**config.mk**
```make
export PLATFORM = sky130hd
export DESIGN_NAME = hufftree_build_ctrl
export DESIGN_NICKNAME = d
export VERILOG_FILES = /design/src/rtl/inflate_pkg.sv /design/src/rtl/hufftree_build_ctrl_watchdog.sv /design/src/rtl/hufftree_build_ctrl.sv
export SDC_FILE = /design/constraint.sdc
export NUM_CORES = 1
export LEC_CHECK = 0
export ABC_AREA = 1
export CORE_MARGIN = 4
export CORE_UTILIZATION = 34
export DETAILED_ROUTE_END_ITERATION = 10
export GPL_TIMING_DRIVEN = 0
export PLACE_DENSITY_LB_ADDON = 0.12
export REMOVE_ABC_BUFFERS = 1
export SETUP_SLACK_MARGIN = 0.1
export SYNTH_ARGS = -nofsm -noshare
export SYNTH_HDL_FRONTEND = slang
export SYNTH_HIERARCHICAL = 1
export SYNTH_SLANG_ARGS = --single-unit
```
**constraint.sdc**
```tcl
create_clock -name clk -period 3.05 [get_ports clk]
set_input_delay 0.61 -clock clk [delete_from_list [all_inputs] [get_ports clk]]
set_output_delay 0.61 -clock clk [all_outputs]
set_load 0.05 [all_outputs]
```
**src/rtl/inflate_pkg.sv**
```systemverilog
// Shared constants, state encoding and field helpers for the dynamic-block
// Huffman tree build controller.
package inflate_pkg;

  localparam int unsigned ADDR_W          = 9;
  localparam int unsigned CL_NUM          = 19;
  localparam int unsigned LL_MIN          = 257;
  localparam int unsigned MAX_HLIT_FIELD  = 29;
  localparam int unsigned MAX_HDIST_FIELD = 29;

  typedef enum logic [2:0] {
    S_IDLE,
    S_WAIT_CL,
    S_BUILD_CL,
    S_WAIT_LL,
    S_BUILD_LL,
    S_BUILD_DIST,
    S_ERR
  } hbc_state_t;

  function automatic logic [ADDR_W-1:0] ll_count(input logic [4:0] hlit);
    return ADDR_W'(hlit) + ADDR_W'(LL_MIN);
  endfunction

  function automatic logic fields_legal(input logic [4:0] hlit, input logic [4:0] hdist);
    return (32'(hlit) <= MAX_HLIT_FIELD) && (32'(hdist) <= MAX_HDIST_FIELD);
  endfunction

endpackage

```
**src/rtl/hufftree_build_ctrl_watchdog.sv**
```systemverilog
// Per-build cycle watchdog: synchronous clear, counts while enabled and
// flags the last permitted cycle of a build.
module hbc_watchdog #(
  parameter int unsigned WDOG_CYCLES = 4096,
  parameter int unsigned WDOG_W      = 13
) (
  input  logic i_clk,
  input  logic i_rst_n,
  input  logic i_clr,
  input  logic i_en,
  output logic o_tc
);

  logic [WDOG_W-1:0] r_cnt;
  logic              w_at_limit;

  assign w_at_limit = (r_cnt == WDOG_W'(WDOG_CYCLES - 1));
  assign o_tc       = i_en && w_at_limit;

  always_ff @(posedge i_clk or negedge i_rst_n) begin
    if (!i_rst_n) begin
      r_cnt <= '0;
    end else if (i_clr) begin
      r_cnt <= '0;
    end else if (i_en && !w_at_limit) begin
      r_cnt <= r_cnt + WDOG_W'(1);
    end
  end

endmodule

```
**src/rtl/hufftree_build_ctrl.sv**
```systemverilog
// Sequences the shared Huffman table generator through the CL, LL and DIST
// builds of a DEFLATE dynamic block and routes its table-write strobe.
module hufftree_build_ctrl
  import inflate_pkg::*;
#(
  parameter int unsigned CL_BASE     = 320,
  parameter int unsigned LL_BASE     = 0,
  parameter int unsigned WDOG_CYCLES = 4096,
  parameter int unsigned WDOG_W      = 13
) (
  input  logic       clk,
  input  logic       rst_n,
  input  logic       start,
  input  logic       abort,
  input  logic [4:0] hlit,
  input  logic [4:0] hdist,
  input  logic       cl_lens_ready,
  input  logic       ll_lens_ready,
  output logic       gen_inc,
  output logic [8:0] gen_tree_num,
  output logic [8:0] gen_addr_bias,
  input  logic       gen_done,
  input  logic       gen_winc,
  output logic       cl_we,
  output logic       ll_we,
  output logic       dist_we,
  output logic       cl_valid,
  output logic       ll_valid,
  output logic       dist_valid,
  output logic       busy,
  output logic       done,
  output logic       err
);

  hbc_state_t        r_state;
  logic [4:0]        r_hlit;
  logic [4:0]        r_hdist;
  logic              r_gen_inc;
  logic [ADDR_W-1:0] r_gen_tree_num;
  logic [ADDR_W-1:0] r_gen_addr_bias;
  logic              r_cl_valid;
  logic              r_ll_valid;
  logic              r_dist_valid;
  logic              r_busy;
  logic              r_done;
  logic              r_err;

  logic w_gen_done_ok;
  logic w_in_build;
  logic w_enter_build;
  logic w_wd_tc;

  // A completion on the launch cycle itself cannot be genuine.
  assign w_gen_done_ok = gen_done && !r_gen_inc;
  assign w_in_build    = (r_state == S_BUILD_CL) || (r_state == S_BUILD_LL) ||
                         (r_state == S_BUILD_DIST);

  always_comb begin
    w_enter_build = 1'b0;
    if (!abort) begin
      w_enter_build = ((r_state == S_WAIT_CL) && cl_lens_ready) ||
                      ((r_state == S_WAIT_LL) && ll_lens_ready) ||
                      ((r_state == S_BUILD_LL) && w_gen_done_ok);
    end
  end

  hbc_watchdog #(
    .WDOG_CYCLES (WDOG_CYCLES),
    .WDOG_W      (WDOG_W)
  ) u_watchdog (
    .i_clk   (clk),
    .i_rst_n (rst_n),
    .i_clr   (w_enter_build),
    .i_en    (w_in_build),
    .o_tc    (w_wd_tc)
  );

  assign cl_we   = gen_winc && (r_state == S_BUILD_CL);
  assign ll_we   = gen_winc && (r_state == S_BUILD_LL);
  assign dist_we = gen_winc && (r_state == S_BUILD_DIST);

  always_ff @(posedge clk or negedge rst_n) begin
    if (!rst_n) begin
      r_state         <= S_IDLE;
      r_hlit          <= '0;
      r_hdist         <= '0;
      r_gen_inc       <= 1'b0;
      r_gen_tree_num  <= '0;
      r_gen_addr_bias <= '0;
      r_cl_valid      <= 1'b0;
      r_ll_valid      <= 1'b0;
      r_dist_valid    <= 1'b0;
      r_busy          <= 1'b0;
      r_done          <= 1'b0;
      r_err           <= 1'b0;
    end else begin
      r_gen_inc <= 1'b0;
      r_done    <= 1'b0;
      if (abort) begin
        r_state      <= S_IDLE;
        r_busy       <= 1'b0;
        r_err        <= 1'b0;
        r_cl_valid   <= 1'b0;
        r_ll_valid   <= 1'b0;
        r_dist_valid <= 1'b0;
      end else begin
        case (r_state)
          S_IDLE, S_ERR: begin
            if (start) begin
              r_hlit       <= hlit;
              r_hdist      <= hdist;
              r_cl_valid   <= 1'b0;
              r_ll_valid   <= 1'b0;
              r_dist_valid <= 1'b0;
              r_busy       <= 1'b1;
              if (fields_legal(hlit, hdist)) begin
                r_state <= S_WAIT_CL;
                r_err   <= 1'b0;
              end else begin
                r_state <= S_ERR;
                r_err   <= 1'b1;
              end
            end
          end
          S_WAIT_CL: begin
            if (cl_lens_ready) begin
              r_state         <= S_BUILD_CL;
              r_gen_inc       <= 1'b1;
              r_gen_tree_num  <= ADDR_W'(CL_NUM);
              r_gen_addr_bias <= ADDR_W'(CL_BASE);
            end
          end
          S_BUILD_CL: begin
            if (w_gen_done_ok) begin
              r_cl_valid <= 1'b1;
              r_state    <= S_WAIT_LL;
            end else if (w_wd_tc) begin
              r_state <= S_ERR;
              r_err   <= 1'b1;
            end
          end
          S_WAIT_LL: begin
            if (ll_lens_ready) begin
              r_state         <= S_BUILD_LL;
              r_gen_inc       <= 1'b1;
              r_gen_tree_num  <= ll_count(r_hlit);
              r_gen_addr_bias <= ADDR_W'(LL_BASE);
            end
          end
          S_BUILD_LL: begin
            if (w_gen_done_ok) begin
              r_ll_valid      <= 1'b1;
              r_state         <= S_BUILD_DIST;
              r_gen_inc       <= 1'b1;
              r_gen_tree_num  <= ADDR_W'(r_hdist) + ADDR_W'(1);
              r_gen_addr_bias <= ADDR_W'(LL_BASE) + ll_count(r_hlit);
            end else if (w_wd_tc) begin
              r_state <= S_ERR;
              r_err   <= 1'b1;
            end
          end
          S_BUILD_DIST: begin
            if (w_gen_done_ok) begin
              r_dist_valid <= 1'b1;
              r_done       <= 1'b1;
              r_busy       <= 1'b0;
              r_state      <= S_IDLE;
            end else if (w_wd_tc) begin
              r_state <= S_ERR;
              r_err   <= 1'b1;
            end
          end
          default: begin
            r_state <= S_IDLE;
            r_busy  <= 1'b0;
          end
        endcase
      end
    end
  end

  assign gen_inc       = r_gen_inc;
  assign gen_tree_num  = r_gen_tree_num;
  assign gen_addr_bias = r_gen_addr_bias;
  assign cl_valid      = r_cl_valid;
  assign ll_valid      = r_ll_valid;
  assign dist_valid    = r_dist_valid;
  assign busy          = r_busy;
  assign done          = r_done;
  assign err           = r_err;

endmodule

```
==> reports/metrics.yaml <==
sta:
  hold_viol: 0
  setup_violations: 0
  slew_headroom_pct: 58.90
  worst_slack_ns: 0.3501
  clock_skew_ns: 0.007371
  tns_ns: 0
  period_minus_slack_ns: 2.700
  rsz0062_at_grt: "no"
  fin_crit_sh_pct: 88.52
  worst_slew_pin_slew_ns: 0.6118
  slew_violations: 0
  max_freq_ghz: 0.3704
grt:
  overflow: 0
  antenna_found_initial: 0
  grt_max_degree: 32
  grt_use_met1_pct: 20.08
  grtUsageMet2_pct: 22.52
  grt_pass1_vias: 2303
  grt_use_total_pct: 14.23
  gr-max-usage-layer: "met2"
  grt_pass1_wl_um: 11610
  grt_util_met3_pct: 2.919
yosys:
  synth_top_family_by_area: "simple AND/OR/NAND/NOR gates"
  ys_seq_area_share_pct: 41.87
  synth_area_per_cell_um2: 7.209
  synth-simple-area-share_pct: 40.08
  netlist_instances: 398
  synth_seq_cells: 48
  synthAdderAreaFrac_pct: 1.308
  yosys.area.top_type: "dfrtp_1"
  yosysUniqueCellTypes: 27
  synth_top_area_share_pct: 41.87
  synth-xor-area-share_pct: 1.221
  synth_compound_area_share_pct: 7.370
  synth_area_leaders: "dfrtp_1, nand2_1, nand3_1"
  syn_area_um2: 2869
  synth_mux_area_share_pct: 0
  yosysWarnings: 6
cells_and_area:
  layout-drive-gt1-share_pct: 8.904
  seq_area_um2: 1201
  syn_to_final_growth_pct: 20.37
  multiInputGateArea_um2: 1450
  final_area_um2: 3453
  n_antenna_cell: 0
  nFillCells: 863
  fin_nets: 458
cts:
  cts_tree: "built"
  clock_sinks: 48
  cts_root_buffer: "clkbuf_8"
  numCtsBuffers: 5
  cts_max_level: 2
  clkTransAtPathRegs_ns: 0.09
  clk_latency_ns: 0.31
  clockBufferDepth: 2
place:
  portBuffers: 42
  place_ws_ns: -0.3419
  place_area_um2: 3341
  dpl.hpwl_um: 5069
  gp_congestion: 0.8469
flow_run:
  drv_cap: 0
setup_path:
  crit_required_ns: 2.44
  criticalPathCategory: "flip-flop to primary output"
  r2r-end: "r_state[0]$_DFFE_PN0P_"
  r2r_slack_ns: 0.49
  start_kind: "flip-flop"
  reg2reg_depth: 12
  cp-startpoint: "r_state[0]$_DFFE_PN0P_"
  rr_startpoint: "r_state[2]$_DFFE_PN0P_"
  arrival_ns: 2.09
  end_kind: "primary output"
  crit_fanout: 12
routing:
  first_pass_iters: 5
  vias_per_cell: 4.681
  routed_wl_um: 6770
  vias: 2542
  wl_per_cell_um: 12.47
  postRouteAntennaNets: 0
  drtIter0Drc: 99
  drc: 0
floorplan:
  start_util_pct: 34.92
  num_rows: 33
  ioPinCount: 46
  die_area_um2: 9972
  die_h_um: 99.86
  coreArea_um2: 8217
  die_x_um: 99.86
power_and_ir_drop:
  finalPower_uw: 2925
  power.density_nw_per_um2: 847.1
  p_leak_uw: 0.001747
  ir_drop_uv: 249.9
status:
  status: "complete, no violations"
min_path:
  min_path_type: "input pin to asynchronous set/reset pin"
-- sequential cells by signal, summed over array words and instances (netlist names) --
signal,count
u_watchdog/r_cnt,13
r_hdist,5
err,1
r_hlit,5
cl_valid,1
r_state,3
done,1
gen_addr_bias,8
dist_valid,1
busy,1
gen_inc,1
gen_tree_num,7
ll_valid,1
-- cell families (layout without fill, tap and decap cells) --
kind of cell / after synthesis / after routing
compound gates: 33 / 33
xor+xnor: 4 / 4
fa+ha+maj: 3 / 3
buf+inv: 47 / 85
flops: 48 / 48
other cells: 1 / 3
simple gates: 262 / 262
-- placed cells by master, fill, tap and decap left out, types with 2 or more instances in the layout --
cell and instances:
a21oi_1 11, clkbuf_8 6, clkdlybuf4s50_1 39, clkinvlp_4 3
conb_1 3, dfrtp_1 48, dlymetal6s2s_1 2, ha_1 3
inv_1 30, inv_2 2, nand2_1 134, nand2_4 5
nand3_1 50, nand3_2 2, nand4_1 5, nor2_1 57
nor2_4 5, o21ai_0 5, o21ai_1 6, o21ai_2 9
or2_2 3, xnor2_1 2, xor2_1 2
-- what timing repair did --
action | in CTS | in global routing
hold buffers | 0 | 0
cloned | 0 | 0
buffers inserted | 0 | 0
resized for setup | 1 | 5
endpoints found under the setup margin | 7 | 8
pin swaps | 0 | 0
-- routing by layer --
layer  wire [µm]  part of all wire [%]
met5           0                     0
met4          69                   1.0
met3         396                   5.8
met2        3032                    45
met1        3272                    48
-- synth_stat cells --
library cell / number
o21ai_2: 9
nand2_1: 134
nand4_1: 5
a21oi_1: 11
clkinv_1: 1
xnor2_1: 2
nand3_2: 2
o21ai_1: 5
nor2_4: 5
buf_4: 5
inv_1: 31
inv_2: 2
o21ai_4: 1
nand2_4: 4
o22ai_1: 1
nor3_1: 1
ha_1: 3
conb_1: 1
nand2_2: 1
nand3_1: 50
or2_2: 3
nor2_1: 57
buf_6: 4
o21ai_0: 6
xor2_1: 2
buf_2: 4
dfrtp_1: 48
-- worst max-delay path, cell delays in order, from the launching register on --
cell	delay [ns]
dfrtp_1	0.60
nand3_1	0.22
nor2_1	0.14
clkdlybuf4s50_1	0.81
-- how the worst max path moves through the flow --
stage	endpoint	slack [ns]	depth (start not counted)
3_5_place_dp	u_watchdog/r_cnt[0]$_DFFE_PN0P_	-0.34	8
6_report	dist_we	0.35	3
5_1_grt	dist_we	0.24	3
4_1_cts	ll_we	0.14	4
3_3_place_gp	u_watchdog/r_cnt[10]$_DFFE_PN0P_	-0.36	8
2_1_floorplan	u_watchdog/r_cnt[9]$_DFFE_PN0P_	0.85	11
-- power breakdown --
group	total, µW	leakage, µW	internal [µW]	switching, µW
clock network	412	0.0000434	184	228
logic	1490	0.00108	481	1010
registers	1020	0.000628	834	191
total	2930	0.00175	1500	1430
-- metrics by stage --
step / hold slack (ns) / instances / utilization, %
after CTS: 0.2460 / 543 / 41.86
final: 0.2348 / 543 / 42.03
after global placement: 0.4624 / 534 / 40.48
after floorplan: 0.3144 / 387 / -
after global routing: 0.2662 / 543 / 42.03
after detailed placement: 0.4674 / 535 / 40.66
-- final cells by class --
type                            instances  area share, %
Clock inverter                          2         0.4348
Timing Repair Buffer                   43          12.75
Tap cell                              105          3.804
Clock buffer                            6          2.391
Inverter                               34          3.841
Sequential cell                        48          34.78
Multi-Input combinational cell        305          41.99
Power figures use the tool's default switching activity.
